--- src/rtl/cla_pipe_adder.sv ---
// cla_pipe_adder: pipelined add/subtract built from 4-bit carry-lookahead groups,
// one SEG_W-bit slice per stage, valid/ready flow control with full-pipe stall.
module cla_pipe_adder #(
  parameter int WIDTH = 32,
  parameter int SEG_W = 8
) (
  input  logic             clk,
  input  logic             rst_n,
  input  logic             in_valid,
  output logic             in_ready,
  input  logic [WIDTH-1:0] X,
  input  logic [WIDTH-1:0] Y,
  input  logic             Cin,
  input  logic             sub,
  output logic             out_valid,
  input  logic             out_ready,
  output logic [WIDTH-1:0] S,
  output logic             Cout,
  output logic             Ovf,
  output logic             Zero
);
  localparam int STAGES = WIDTH / SEG_W;

  if (WIDTH % SEG_W != 0 || SEG_W % 4 != 0) begin : g_bad_params
    $error("cla_pipe_adder: WIDTH must be a multiple of SEG_W and SEG_W a multiple of 4");
  end

  // Returns {carry_out, sum}; groups chain their lookahead carry-out into the next group.
  function automatic logic [SEG_W:0] seg_add(input logic [SEG_W-1:0] a, input logic [SEG_W-1:0] b,
                                            input logic ci);
    logic [SEG_W-1:0] s;
    logic [3:0] g, p, c;
    logic cg;
    cg = ci;
    s = '0;
    for (int j = 0; j < SEG_W / 4; j++) begin
      g = a[4*j +: 4] & b[4*j +: 4];
      p = a[4*j +: 4] ^ b[4*j +: 4];
      c[0] = cg;
      c[1] = g[0] | (p[0] & cg);
      c[2] = g[1] | (p[1] & g[0]) | (p[1] & p[0] & cg);
      c[3] = g[2] | (p[2] & g[1]) | (p[2] & p[1] & g[0]) | (p[2] & p[1] & p[0] & cg);
      cg = g[3] | (p[3] & g[2]) | (p[3] & p[2] & g[1]) | (p[3] & p[2] & p[1] & g[0]) | (&p & cg);
      s[4*j +: 4] = p ^ c;
    end
    return {cg, s};
  endfunction

  logic adv;

  for (genvar k = 0; k < STAGES; k++) begin : g_stg
    localparam int RW = WIDTH - k * SEG_W;
    localparam int DW = (k + 1) * SEG_W;
    logic [RW-1:0] xa, ya;
    logic [DW-1:0] s_d, s_q;
    logic [SEG_W-1:0] sl;
    logic ca, va, cl, c_q, v_q;
    assign {cl, sl} = seg_add(xa[SEG_W-1:0], ya[SEG_W-1:0], ca);
    if (k == 0) begin : g_in
      assign xa  = X;
      assign ya  = sub ? ~Y : Y;
      assign ca  = sub | Cin;
      assign va  = in_valid;
      assign s_d = sl;
    end else begin : g_chain
      assign xa  = g_stg[k-1].g_fwd.x_q;
      assign ya  = g_stg[k-1].g_fwd.y_q;
      assign ca  = g_stg[k-1].c_q;
      assign va  = g_stg[k-1].v_q;
      assign s_d = {sl, g_stg[k-1].s_q};
    end
    always_ff @(posedge clk or negedge rst_n) begin
      if (!rst_n) begin
        s_q <= '0;
        c_q <= 1'b0;
        v_q <= 1'b0;
      end else if (adv) begin
        s_q <= s_d;
        c_q <= cl;
        v_q <= va;
      end
    end
    if (k < STAGES - 1) begin : g_fwd
      logic [RW-SEG_W-1:0] x_q, y_q;
      always_ff @(posedge clk or negedge rst_n) begin
        if (!rst_n) begin
          x_q <= '0;
          y_q <= '0;
        end else if (adv) begin
          x_q <= xa[RW-1:SEG_W];
          y_q <= ya[RW-1:SEG_W];
        end
      end
    end else begin : g_out
      // a^b^s at the MSB recovers the carry into bit WIDTH-1
      logic o_q;
      always_ff @(posedge clk or negedge rst_n) begin
        if (!rst_n) o_q <= 1'b0;
        else if (adv) o_q <= xa[SEG_W-1] ^ ya[SEG_W-1] ^ sl[SEG_W-1] ^ cl;
      end
    end
  end

  assign out_valid = g_stg[STAGES-1].v_q;
  assign S         = g_stg[STAGES-1].s_q;
  assign Cout      = g_stg[STAGES-1].c_q;
  assign Ovf       = g_stg[STAGES-1].g_out.o_q;
  assign Zero      = out_valid & ~|S;
  assign in_ready  = !out_valid || out_ready;
  assign adv       = in_ready;
endmodule

--- config.mk ---
export PLATFORM = sky130hd
export DESIGN_NAME = cla_pipe_adder
export DESIGN_NICKNAME = d
export VERILOG_FILES = /design/src/rtl/cla_pipe_adder.sv
export SDC_FILE = /design/constraint.sdc
export NUM_CORES = 1
export LEC_CHECK = 0
export BUFFER_PORTS_ARGS = -buffer_cell sky130_fd_sc_hd__buf_2
export CORE_UTILIZATION = 25
export CTS_CLUSTER_DIAMETER = 30
export CTS_CLUSTER_SIZE = 24
export DETAILED_ROUTE_END_ITERATION = 10
export GPL_ROUTABILITY_DRIVEN = 0
export PLACE_DENSITY_LB_ADDON = 0.05
export SYNTH_ARGS = -nofsm -noshare
export SYNTH_HDL_FRONTEND = slang
export SYNTH_SLANG_ARGS = --single-unit
--- constraint.sdc ---
create_clock -name clk -period 2.3 [get_ports clk]
set_input_delay 0.23 -clock clk [delete_from_list [all_inputs] [get_ports clk]]
set_output_delay 0.23 -clock clk [all_outputs]
set_load 0.01 [all_outputs]
[Word-level counts from Yosys, hierarchy flattened]
Index checks and enable logic that the tools add are counted.
Storage, ports and cells
  output and inout port bits: 37
  word-level logic and storage cells: 262
  input bits: 70
  register bits: 185
Cells by class
  multiplexer cells: 1
  bitwise gates (word level): 230
  reductions and logical operators: 12
Operators with widths (count)
  1-bit bitwise AND: 121
  1-bit bitwise OR: 81
  4-bit XOR: 16
  4-bit bitwise AND: 8
  32-bit two-way mux: 1
  32-bit NOT: 1
  4-bit AND reduction: 8
  32-bit OR reduction: 1
  1-bit XOR: 3
  1-bit zero test: 2
  1-bit logical OR: 1

[Logic depth before layout (Yosys ltp)]
Gate-level depths: netlist (run 1).
  depth in word-level cells: 11
  mapped depth: 12
  gate-level depth less buffers: 10

[Worst setup path after synthesis (run 1)]
No wires, ideal clock.
  path kind: input to register
  start: input sub
  end: register g_stg[0].s_q[4]
  required time: 2.223 ns
  path slack: -0.085 ns
  setup time: 0.077 ns
  stages on the path: 11
  data arrival time: 2.308 ns
  buffers on the path: 2
  path through: buf_6 buf_2 xor2_1 ha_1 a21oi_1 nand2_1 and2_4 o21a_1 nor2_1 fa_1 a21oi_1
On the way
  longest elaborated chain between the ends: 8
Ends and longest elaborated chain
  start, declared: line 14  | input logic sub,
  32-bit two-way mux: line 61  | assign ya = sub ? ~Y : Y;
  4-bit XOR or 4-bit bitwise AND (tied branches): line 38, 37
  1-bit bitwise AND: line 43  | cg = g[3] | (p[3] & g[2]) | (p[3] & p[2] & g[1]) | (p[3] & p[2] & p[1] & g[0]) | (&p & cg);
  1-bit bitwise OR or 1-bit bitwise AND (tied branches) (2 in a row): line 43
  1-bit bitwise OR (2 in a row): line 43
  4-bit XOR *: line 44  | s[4*j +: 4] = p ^ c;
  end signal, assigned: line 74  | s_q <= '0;
  end signal, assigned: line 78  | s_q <= s_d;
  end, declared: line 55  | logic [DW-1:0] s_d, s_q;
Mark *: on every way between the ends. The rest lies on a longest branch, timed or not.
A chain may end at the register's enable or synchronous reset.

[Worst setup path in the final report (run 1)]
  start: register g_stg[3].s_q[17], in the netlist S[17]
  end: output Zero
On the way
  longest elaborated chain between the ends: 3
Ends and longest elaborated chain
  start, declared: line 55
  start signal, assigned: line 74
  start signal, assigned: line 78
  32-bit OR reduction: line 108  | assign Zero = out_valid & ~|S;
  1-bit zero test: line 108
  1-bit bitwise AND: line 108
  end, declared: line 20  | output logic Zero
Every way passes these cells.

==> flow_metrics.env, run 1 <==
export IMPL_period_minus_slack_ps=2140
export IMPL_worst_pin_slew_ps=571
export IMPL_slew_headroom_pct=61.9
export IMPL_powerDensity_nw_per_um2=1310
export IMPL_cp_end_kind="output port"
export IMPL_cts_root_buf="clkbuf_16"
export IMPL_die_w_um=185
export IMPL_max_freq_mhz=468
export IMPL_power_total_mw=13.6
export IMPL_cpPeakStageDelay_ps=450
export IMPL_initial_core_util_pct=25.6
export IMPL_design_die_area_um2=34300
export IMPL_worst_hold_startpoint="in_valid"
export IMPL_cts_max_level=4
export IMPL_drv_cap=0
export IMPL_status="finished clean"
export IMPL_wl_met2_mm=9.50
export IMPL_pre_cts_slack_ps=47.5
export IMPL_clk_latency_ps=440
export IMPL_path_cells="nor4_2, buf_4, nand4_1, nor3_4, buf_2"
export IMPL_r2r_start="g_stg[0].g_fwd.x_q[1]$_DFFE_PN0P_"
export IMPL_die_h_um=185
export IMPL_cts_buffers=17
export IMPL_synth_seq_cells=185
export IMPL_rr_worst_depth=8
export IMPL_layout_setup_ws_ps=162
export IMPL_hold_violations=0
export IMPL_reg2reg_slack_ps=180
export IMPL_clock_path_buffers=2
export IMPL_setup_viol=0
export IMPL_synth_cells=911
export IMPL_finalMaxSlewViolations=0
export IMPL_viasPerCell=4.12
export IMPL_critPathLaunchType="flop"
export IMPL_port_buffers=106
export IMPL_tns_ps=0
export IMPL_hpwl_mm=13.6
export IMPL_yosysWarningCount=0
export IMPL_rsz0062_at_grt="false"
export IMPL_skew_ps=14.9
export IMPL_core_area_um2=32800
export IMPL_drive_above_1_share_pct=17.2
export IMPL_antenna_left=0
export IMPL_cts_tree="done"
export IMPL_fin_hold_ws_ps=23.3
export IMPL_drc=0
export IMPL_io_pin_count=107
export IMPL_nFillCells=3524
export IMPL_drt_met1_wl_mm=9.74
export IMPL_area_growth_pct=24.3
export IMPL_post_cts_setup_buffers=0
export IMPL_postSynthAreaPerCell_um2=9.21
export IMPL_worstReg2RegEnd="g_stg[1].s_q[13]$_DFFE_PN0P_"
export IMPL_whs_endpoint="g_stg[0].v_q$_DFFE_PN0P_"
export IMPL_crit_fanout=3
export IMPL_p_leak_nw=5.18
export IMPL_grt_util_all_layers_pct=12.4
export IMPL_grt_pass1_wl_mm=32.8
export IMPL_synth_cell_types=41
export IMPL_antenna_found_initial=1
export IMPL_final_nets=1149
export IMPL_cp_slowest_cell="dfrtp_1"
export IMPL_clk_pin_slew_ps=70
export IMPL_diodes=0
export IMPL_wl_mm=20.0
export IMPL_rows=66
export IMPL_required_ps=2070
export IMPL_worstSetupPathType="flop to output port"
export IMPL_irDropWorstVdd_mv=0.572
export IMPL_fin_crit_sh_pct=93.0
export IMPL_synth_nets=1021
export IMPL_drtIter0Drc=261
export IMPL_arrival_ps=1910
export IMPL_met3_length_um=514
export IMPL_grt_overflow_total=0
export IMPL_min_path_type="primary input to flop"
export IMPL_grt_max_degree=119
export IMPL_grt_pass1_vias=6265
export IMPL_numClockSinks=185
export IMPL_syn_cell_area_um2=8390
export IMPL_num_vias=6158
export IMPL_wl_per_cell_um=13.4
export IMPL_min_path_cells=3
export IMPL_dr_pass1_iters=5
export IMPL_yosysSeqAreaShare_pct=55.2
export IMPL_top_layer="met5"
[cell usage after synthesis, drive strengths merged]
| library cell | number | share of area [%] |
|---|---|---|
| o21ai | 51 | 3.1 |
| inv | 16 | 0.72 |
| o21a | 2 | 0.18 |
| nand3 | 5 | 0.30 |
| dfrtp | 185 | 55 |
| nor4b | 1 | 0.10 |
| buf | 32 | 1.9 |
| a41oi | 1 | 0.19 |
| a2111oi | 4 | 0.42 |
| mux2i | 1 | 0.12 |
| or3 | 5 | 0.37 |
| o311a | 1 | 0.12 |
| clkbuf | 12 | 0.54 |
| and2 | 1 | 0.10 |
| a211oi | 6 | 0.54 |
| o31ai | 7 | 0.69 |
| nor2b | 2 | 0.15 |
| fa | 8 | 1.9 |
| a31oi | 4 | 0.45 |
| o31a | 1 | 0.10 |
| ha | 32 | 4.8 |
| nor2 | 28 | 1.3 |
| xnor2 | 26 | 2.7 |
| nor3 | 4 | 0.24 |
| nand2 | 411 | 18 |
| nor4 | 6 | 0.45 |
| nand2b | 8 | 0.60 |
| xor2 | 22 | 2.3 |
| o211ai | 1 | 0.15 |
| a21oi | 20 | 1.2 |
| a21o | 4 | 0.36 |
| a22oi | 2 | 0.18 |
| nand4 | 2 | 0.15 |
[power breakdown]
group          total, mW  internal (mW)  switching (mW)
sequential          5.62           4.71           0.906
combinational       4.95           2.09            2.86
clock               3.07           1.65            1.42
total               13.6           8.45            5.18
[logic make-up (layout without fill, tap and decap cells)]
logic type | after synthesis | in the layout | share of synthesized area (%)
buffers and inverters | 60 | 201 | 3.18
xor gates and xnor gates | 48 | 48 | 5.01
muxes | 1 | 1 | 0.119
DFF | 185 | 185 | 55.2
and+or+nand+nor | 473 | 473 | 22.1
adders and majority gates | 40 | 40 | 6.68
AOI/OAI and AO/OA | 104 | 104 | 7.70
[per-stage QoR]
stage	utilization (%)	cells	cell area [um2]
after floorplan	-	911	8400
after global placement	29.2	1440	9560
after detailed placement	29.2	1440	9560
after CTS	31.7	1494	10400
after global routing	31.8	1494	10400
final	31.8	1494	10400
[worst max-delay path: cells and delay by family (launching register included)]
kind                   cells  cell delay (ps)
and+or+nand+nor            3              700
buffers and inverters      2              320
DFF                        1              450
[metal layers]
| layer | global-route usage [%] | up-vias |
|---|---|---|
| met5 | 0 | - |
| met4 | 3.67 | 2 |
| met3 | 2.67 | 14 |
| met2 | 20.7 | 66 |
| met1 | 16.2 | 2902 |
| li1 | - | 3174 |
[sequential cells by signal, summed over array words and instances, names as in the netlist]
| name | flops |
|---|---|
| Ovf | 1 |
| g_stg.g_fwd.x_q | 48 |
| g_stg.v_q | 3 |
| g_stg.g_fwd.y_q | 48 |
| out_valid | 1 |
| g_stg.s_q | 48 |
| S | 32 |
| g_stg.c_q | 3 |
| Cout | 1 |
[area by class of cell]
type	instances	area, um2	area share, %
repair buffers	153	1030	9.92
flip-flops and latches	185	4630	44.4
clock buffers	17	425	4.08
inverters	16	65.1	0.624
well taps	442	553	5.30
clock inverters	15	175	1.68
multi-input cells	666	3540	34.0
[worst max-delay path by stage]
stage	from	cells past startpoint	slack, ps	end
6_report	S[17]$_DFFE_PN0P_	5	160	Zero
5_1_grt	S[14]$_DFFE_PN0P_	6	10	Zero
4_1_cts	S[7]$_DFFE_PN0P_	6	20	Zero
3_5_place_dp	sub	10	50	g_stg[0].s_q[4]$_DFFE_PN0P_
3_3_place_gp	sub	10	60	g_stg[0].s_q[4]$_DFFE_PN0P_
2_1_floorplan	sub	11	7	g_stg[0].s_q[4]$_DFFE_PN0P_
[repair_timing]
action	4_1_cts	5_1_grt
gates resized for setup	1	7
hold endpoints to repair	69	0
endpoints found under the setup margin	1	4
hold buffers	22	0
pin swaps	0	2
[layout by cell type (no fill, tap or decap), types with 5 or more instances in the layout]
cell type        n
a21oi_1         18
buf_12           7
buf_2          105
buf_4           18
clkbuf_16       17
dfrtp_1        185
dlygate4sd3_1   22
fa_1             8
ha_1            32
inv_1           15
inv_6            6
nand2_1        411
nand2b_1         8
nand3_1          5
nor2_1          28
o21ai_0         42
o21ai_1          7
o31ai_1          6
or3_1            5
xnor2_1         26
xor2_1          22
Note: power is estimated with default switching activity, not from simulation.
==> run 2: changes to the inputs <==
==> constraint.sdc (replaced) <==
create_clock -name clk -period 2.3 [get_ports clk]
set_input_delay 0 -clock clk [delete_from_list [all_inputs] [get_ports clk]]
set_output_delay 0 -clock clk [all_outputs]
set_load 0.01 [all_outputs]
==> flow_metrics.env, run 2 (synthesis results as in run 1) <==
export IMPL_hpwl_mm=13.5
export IMPL_initial_core_util_pct=25.6
export IMPL_status="finished clean"
export IMPL_cts_buffers=17
export IMPL_power_total_mw=13.6
export IMPL_dr_pass1_iters=5
export IMPL_port_buffers=106
export IMPL_setup_viol=0
export IMPL_p_leak_nw=5.25
export IMPL_wl_per_cell_um=13.3
export IMPL_required_ps=2610
export IMPL_rsz0062_at_grt="false"
export IMPL_final_nets=1175
export IMPL_critPathLaunchType="flop"
export IMPL_rows=66
export IMPL_path_cells="ha_1, a211oi_2, nor2_1, o21ai_0, nand2b_1, fa_1, xnor2_1, o21ai_0"
export IMPL_antenna_left=0
export IMPL_skew_ps=11.1
export IMPL_num_vias=6213
export IMPL_rr_worst_depth=8
export IMPL_antenna_found_initial=1
export IMPL_hold_violations=0
export IMPL_crit_buf_inv=0
export IMPL_cts_max_level=4
export IMPL_grt_max_degree=73
export IMPL_crit_family="adder cells"
export IMPL_cpPeakStageDelay_ps=390
export IMPL_core_area_um2=32800
export IMPL_clk_latency_ps=440
export IMPL_cp_slowest_cell="dfrtp_1"
export IMPL_grt_util_all_layers_pct=12.6
export IMPL_slew_headroom_pct=59.8
export IMPL_min_path_type="primary input to flop"
export IMPL_fin_crit_sh_pct=90.6
export IMPL_cts_root_buf="clkbuf_16"
export IMPL_irDropWorstVdd_mv=0.535
export IMPL_worst_pin_slew_ps=603
export IMPL_powerDensity_nw_per_um2=1280
export IMPL_drive_above_1_share_pct=15.8
export IMPL_drv_cap=0
export IMPL_cpMostUsedCell="o21ai_0"
export IMPL_clock_path_buffers=2
export IMPL_max_freq_mhz=480
export IMPL_nFillCells=3559
export IMPL_crit_fanout=3
export IMPL_grt_pass1_wl_mm=33.3
export IMPL_clk_pin_slew_ps=70
export IMPL_drtIter0Drc=198
export IMPL_grt_overflow_total=0
export IMPL_worstSetupPathType="flop to flop"
export IMPL_finalMaxSlewViolations=0
export IMPL_wl_mm=20.2
export IMPL_design_die_area_um2=34300
export IMPL_grt_pass1_vias=6344
export IMPL_diodes=0
export IMPL_die_w_um=185
export IMPL_cts_tree="done"
export IMPL_utilization_pct=32.5
export IMPL_numClockSinks=185
export IMPL_path_depth=8
export IMPL_cp_end_kind="flop"
export IMPL_tns_ps=0
export IMPL_min_path_cells=4
export IMPL_arrival_ps=2390
export IMPL_area_growth_pct=27.0
export IMPL_viasPerCell=4.09
export IMPL_largestRegisters="g_stg.g_fwd.x_q (48), g_stg.g_fwd.y_q (48), g_stg.s_q (48)"
export IMPL_io_pin_count=107
export IMPL_drc=0
export IMPL_final_common_cell="nand2_1"
export IMPL_final_cell_mix="nand2_1, dfrtp_1, buf_2"
export IMPL_period_minus_slack_ps=2080
export IMPL_die_h_um=185
run 2: changes by cell type in the layout (fill, tap and decap cells not counted), moves of 2 or more:
cell,before,now
dlygate4sd3_1,22,52
buf_4,18,14
o21ai_1,7,10
clkinvlp_4,1,3
clkinv_2,2,0
nor4_1,4,6
nor4_2,2,0
o21ai_0,42,40
run 2: final timing paths:
kind / to / slack [ps] / from
max: S[29]$_DFFE_PN0P_ / 220 / g_stg[2].g_fwd.x_q[0]$_DFFE_PN0P_
min: g_stg[0].s_q[0]$_DFFE_PN0P_ / 30 / X[0]
max reg2reg: S[29]$_DFFE_PN0P_ / 220 / g_stg[2].g_fwd.x_q[0]$_DFFE_PN0P_
min reg2reg: out_valid$_DFFE_PN0P_ / 470 / g_stg[2].v_q$_DFFE_PN0P_
max in group asynchronous: g_stg[0].g_fwd.y_q[22]$_DFFE_PN0P_ / 1490 / rst_n
min in group asynchronous: g_stg[0].g_fwd.y_q[18]$_DFFE_PN0P_ / 150 / rst_n
run 2: metal layers:
layer  part of all wire [%]  vias to the layer above  global-route usage (%)
met5                  0.064                        -                       0
met4                    1.4                        2                    3.90
met3                    2.2                       17                    2.40
met2                     47                       66                    21.2
met1                     49                     2896                    16.3
li1                       -                     3232                       -
run 2: cell type report:
class	count	area [um2]	share of cell area, %
Clock inverter	13	160	1.50
Sequential cell	185	4630	43.4
Timing Repair Buffer	179	1310	12.2
Multi-Input combinational cell	666	3510	33.0
Clock buffer	18	429	4.03
Tap cell	442	553	5.19
Inverter	16	65.1	0.611
run 2: power by group:
group,switching (mW),internal (mW),leakage (nW)
Clock,1.41,1.64,0.280
Combinational,2.84,2.10,2.74
Sequential,0.912,4.71,2.23
Total,5.16,8.45,5.25
run 2: worst reg2reg max path, delay by kind of cell, from the launching register on:
family | cells | cell delay (ps)
adders and majority gates | 2 | 720
AOI/OAI and AO/OA | 3 | 500
DFF | 1 | 390
and+or+nand+nor | 2 | 210
xor gates and xnor gates | 1 | 150
run 2: repair_timing:
| item | in CTS | in global routing |
|---|---|---|
| setup buffers | 0 | 0 |
| endpoints found under the setup margin | 0 | 4 |
| hold buffers | 52 | 0 |
| gates resized for setup | 0 | 5 |
| hold endpoints to repair | 113 | 0 |
run 2: metrics by stage:
| stage | setup WS [ps] | instances | hold slack [ps] | cell area (um2) |
|---|---|---|---|---|
| 2_1_floorplan | 145 | 911 | -296 | 8390 |
| 3_3_place_gp | 166 | 1436 | 79.2 | 9530 |
| 3_5_place_dp | 121 | 1436 | 73.9 | 9530 |
| 4_1_cts | 73.4 | 1519 | 15.5 | 10600 |
| 5_1_grt | 49.1 | 1519 | 40.1 | 10700 |
| 6_report | 216 | 1519 | 30.9 | 10700 |
==> run 3: changes to the inputs <==
ABC_AREA = 1   (was unset)
CAP_MARGIN = 10   (was unset)
==> flow_metrics.env, run 3 <==
export IMPL_reg2reg_slack_ps=350
export IMPL_tns_ps=0
export IMPL_port_buffers=106
export IMPL_final_common_cell="nand2_1"
export IMPL_dr_pass1_iters=4
export IMPL_yosys_top_cells_area="dfrtp_1, nand2_1, o21ai_0, ha_1, inv_1"
export IMPL_yosysSeqAreaShare_pct=52.7
export IMPL_seq_area_um2=4630
export IMPL_worst_pin_slew_ps=570
export IMPL_drtIter0Drc=275
export IMPL_crit_fanout=4
export IMPL_worstSetupPathType="flop to flop"
export IMPL_fin_cells=1623
export IMPL_grt_overflow_total=0
export IMPL_synth_top_area_cell="dfrtp_1"
export IMPL_r2r_start="g_stg[1].g_fwd.x_q[2]$_DFFE_PN0P_"
export IMPL_period_minus_slack_ps=1950
export IMPL_cts_buffers=17
export IMPL_fin_crit_sh_pct=84.6
export IMPL_grt_pass1_vias=6663
export IMPL_powerDensity_nw_per_um2=1260
export IMPL_die_h_um=189
export IMPL_slew_headroom_pct=62.0
export IMPL_multi_input_area_um2=3550
export IMPL_p_switching_mw=5.37
export IMPL_cp_startpoint="g_stg[1].g_fwd.x_q[2]$_DFFE_PN0P_"
export IMPL_synth_top_family_by_area="simple AND/OR/NAND/NOR gates"
export IMPL_combPwrFrac_pct=38.5
export IMPL_cts_resized=0
export IMPL_required_ps=2590
export IMPL_antenna_found_initial=0
export IMPL_power_total_mw=13.7
export IMPL_core_area_um2=34500
export IMPL_initial_core_util_pct=25.4
export IMPL_synth_seq_cells=185
export IMPL_pwr_share_clk_pct=21.2
export IMPL_yosys_area_top_type_share_pct=52.7
export IMPL_cp_slowest_cell="fa_1"
export IMPL_cts_tree="done"
export IMPL_synth_main_ff_cell="dfrtp_1"
export IMPL_critPathCapture="g_stg[2].s_q[21]$_DFFE_PN0P_"
export IMPL_hpwl_mm=14.3
export IMPL_fin_hold_ws_ps=23.0
export IMPL_hold_violations=0
export IMPL_clk_pin_slew_ps=70
export IMPL_dp_cells=1541
export IMPL_rows=68
export IMPL_grt_util_all_layers_pct=12.8
export IMPL_syn_cell_area_um2=8780
export IMPL_irDropWorstVdd_mv=0.511
export IMPL_worstReg2RegEnd="g_stg[2].s_q[21]$_DFFE_PN0P_"
export IMPL_io_pin_count=107
export IMPL_min_path_type="primary input to flop"
export IMPL_viasPerCell=4.11
export IMPL_clk_latency_ps=430
export IMPL_wl_mm=21.5
export IMPL_synthAdderAreaFrac_pct=6.38
export IMPL_synthTopCellsByCount="nand2_1, dfrtp_1, o21ai_0"
export IMPL_cpPeakStageDelay_ps=440
export IMPL_die_w_um=189
export IMPL_synth_compound_area_share_pct=8.31
export IMPL_num_vias=6663
export IMPL_final_cell_mix="nand2_1, dfrtp_1, buf_2"
export IMPL_antenna_left=0
export IMPL_drv_cap=0
export IMPL_cts_root_buf="clkbuf_16"
export IMPL_diodes=0
export IMPL_rr_worst_depth=8
export IMPL_status="finished clean"
export IMPL_area_growth_pct=24.0
export IMPL_async_flop_share_pct=100
export IMPL_synth_edff_count=0
export IMPL_postSynthAreaPerCell_um2=8.68
export IMPL_max_freq_mhz=514
export IMPL_p_sw_share_pct=39.2
export IMPL_synth_cells=1012
export IMPL_grt_pass1_wl_mm=36.0
export IMPL_largestRegisters="g_stg.g_fwd.x_q (48), g_stg.g_fwd.y_q (48), g_stg.s_q (48)"
export IMPL_p_seq_share_pct=40.3
export IMPL_utilization_pct=31.5
export IMPL_numClockSinks=185
export IMPL_synth_mux_area_share_pct=0
export IMPL_rsz0062_at_grt="false"
export IMPL_final_nets=1265
export IMPL_p_leak_nw=5.43
export IMPL_nFillCells=3741
export IMPL_skew_ps=8.37
export IMPL_design_die_area_um2=35900
export IMPL_critPathLaunchType="flop"
export IMPL_cts_max_level=4
export IMPL_arrival_ps=2230
export IMPL_yosysMostFrequentCell="nand2_1"
export IMPL_grt_max_degree=139
export IMPL_synth_xor_area_share_pct=4.09
export IMPL_wl_per_cell_um=13.2
export IMPL_path_cells="ha_1, nand2_1, nor2_1, nor2_1, nand3_1, fa_1, xnor2_1, o21ai_0"
export IMPL_clock_path_buffers=2
export IMPL_post_cts_setup_buffers=0
export IMPL_synth_cell_types=33
export IMPL_p_int_mw=8.32
export IMPL_finalMaxSlewViolations=0
export IMPL_drc=0
export IMPL_cp_end_kind="flop"
export IMPL_synth_nets=1122
export IMPL_synth_simple_area_share_pct=21.6
export IMPL_drive_above_1_share_pct=13.6
export IMPL_yosysWarningCount=0
export IMPL_setup_viol=0
export IMPL_cpMostUsedCell="nor2_1"
==> run 3: changes by cell type after synthesis, sizes merged, moves of 5 or more <==
cell,previous run,this run
inv,16,89
nand2,411,397
nand2b,8,0
nand3,5,32
nand4,2,10
o21ai,51,112
o31ai,7,0
or3,5,0
xor2,22,11
==> run 3: cell families (layout without fill, tap and decap cells) <==
group / after synthesis / after routing
compound gates: 138 / 138
xor+xnor: 41 / 41
fa+ha+maj: 40 / 40
buf+inv: 133 / 289
flops: 185 / 185
simple gates: 475 / 475
==> run 3: per-stage QoR <==
| step | setup WS (ps) | cell area (um2) |
|---|---|---|
| 6_report | 353 | 10900 |
| 5_1_grt | 169 | 10900 |
| 4_1_cts | 321 | 10900 |
| 3_5_place_dp | 223 | 9820 |
| 3_3_place_gp | 217 | 9820 |
| 2_1_floorplan | 328 | 8780 |
==> run 3: power by group through the flow <==
stage	Clock, mW	Sequential, mW	Combinational, mW
2_1_floorplan	0	5.51	3.70
3_3_place_gp	0	5.60	5.32
3_5_place_dp	0	5.61	5.33
4_1_cts	3.05	5.55	5.43
5_1_grt	3.17	5.74	6.23
6_report	2.90	5.52	5.27
==> run 3: repair_timing <==
item                                   in CTS  in global routing
endpoints found under the hold margin     105                  0
hold buffers                               50                  0
setup endpoints to repair                   0                  0
==> run 3: metal layers <==
metal  global-route usage, %  vias up  share of wire (%)  routed length, um
met4                    3.16        0               0.82                175
li1                        -     3498                  -                  -
met3                    2.63        9                3.2                689
met1                    18.7     3071                 53              11300
met5                       0        -                  0                  0
met2                    19.1       85                 43               9290
==> run 3: cell type report <==
cell class	instances	area share (%)
tap	455	5.23
multi-input combinational	694	32.6
inverter	89	3.09
sequential	185	42.5
timing repair buffer	168	11.3
clock inverter	10	0.873
clock buffer	22	4.35
==> run 3: worst min-delay path by stage <==
stage,start,to,slack [ps],cells after the start
floorplan,rst_n,Cout$_DFFE_PN0P_,-300,0
global placement,rst_n,g_stg[0].g_fwd.x_q[15]$_DFFE_PN0P_,40,1
detailed placement,rst_n,S[20]$_DFFE_PN0P_,40,1
CTS,X[3],g_stg[0].s_q[3]$_DFFE_PN0P_,10,5
global route,X[4],g_stg[0].s_q[4]$_DFFE_PN0P_,30,4
finish,X[3],g_stg[0].s_q[3]$_DFFE_PN0P_,20,5
==> run 3: critical path, delay by kind of cell, from the launching register on <==
kind,cells,cell delay [ps]
simple gates,4,420
xor+xnor,1,150
fa+ha+maj,2,770
flops,1,390
compound gates,1,80
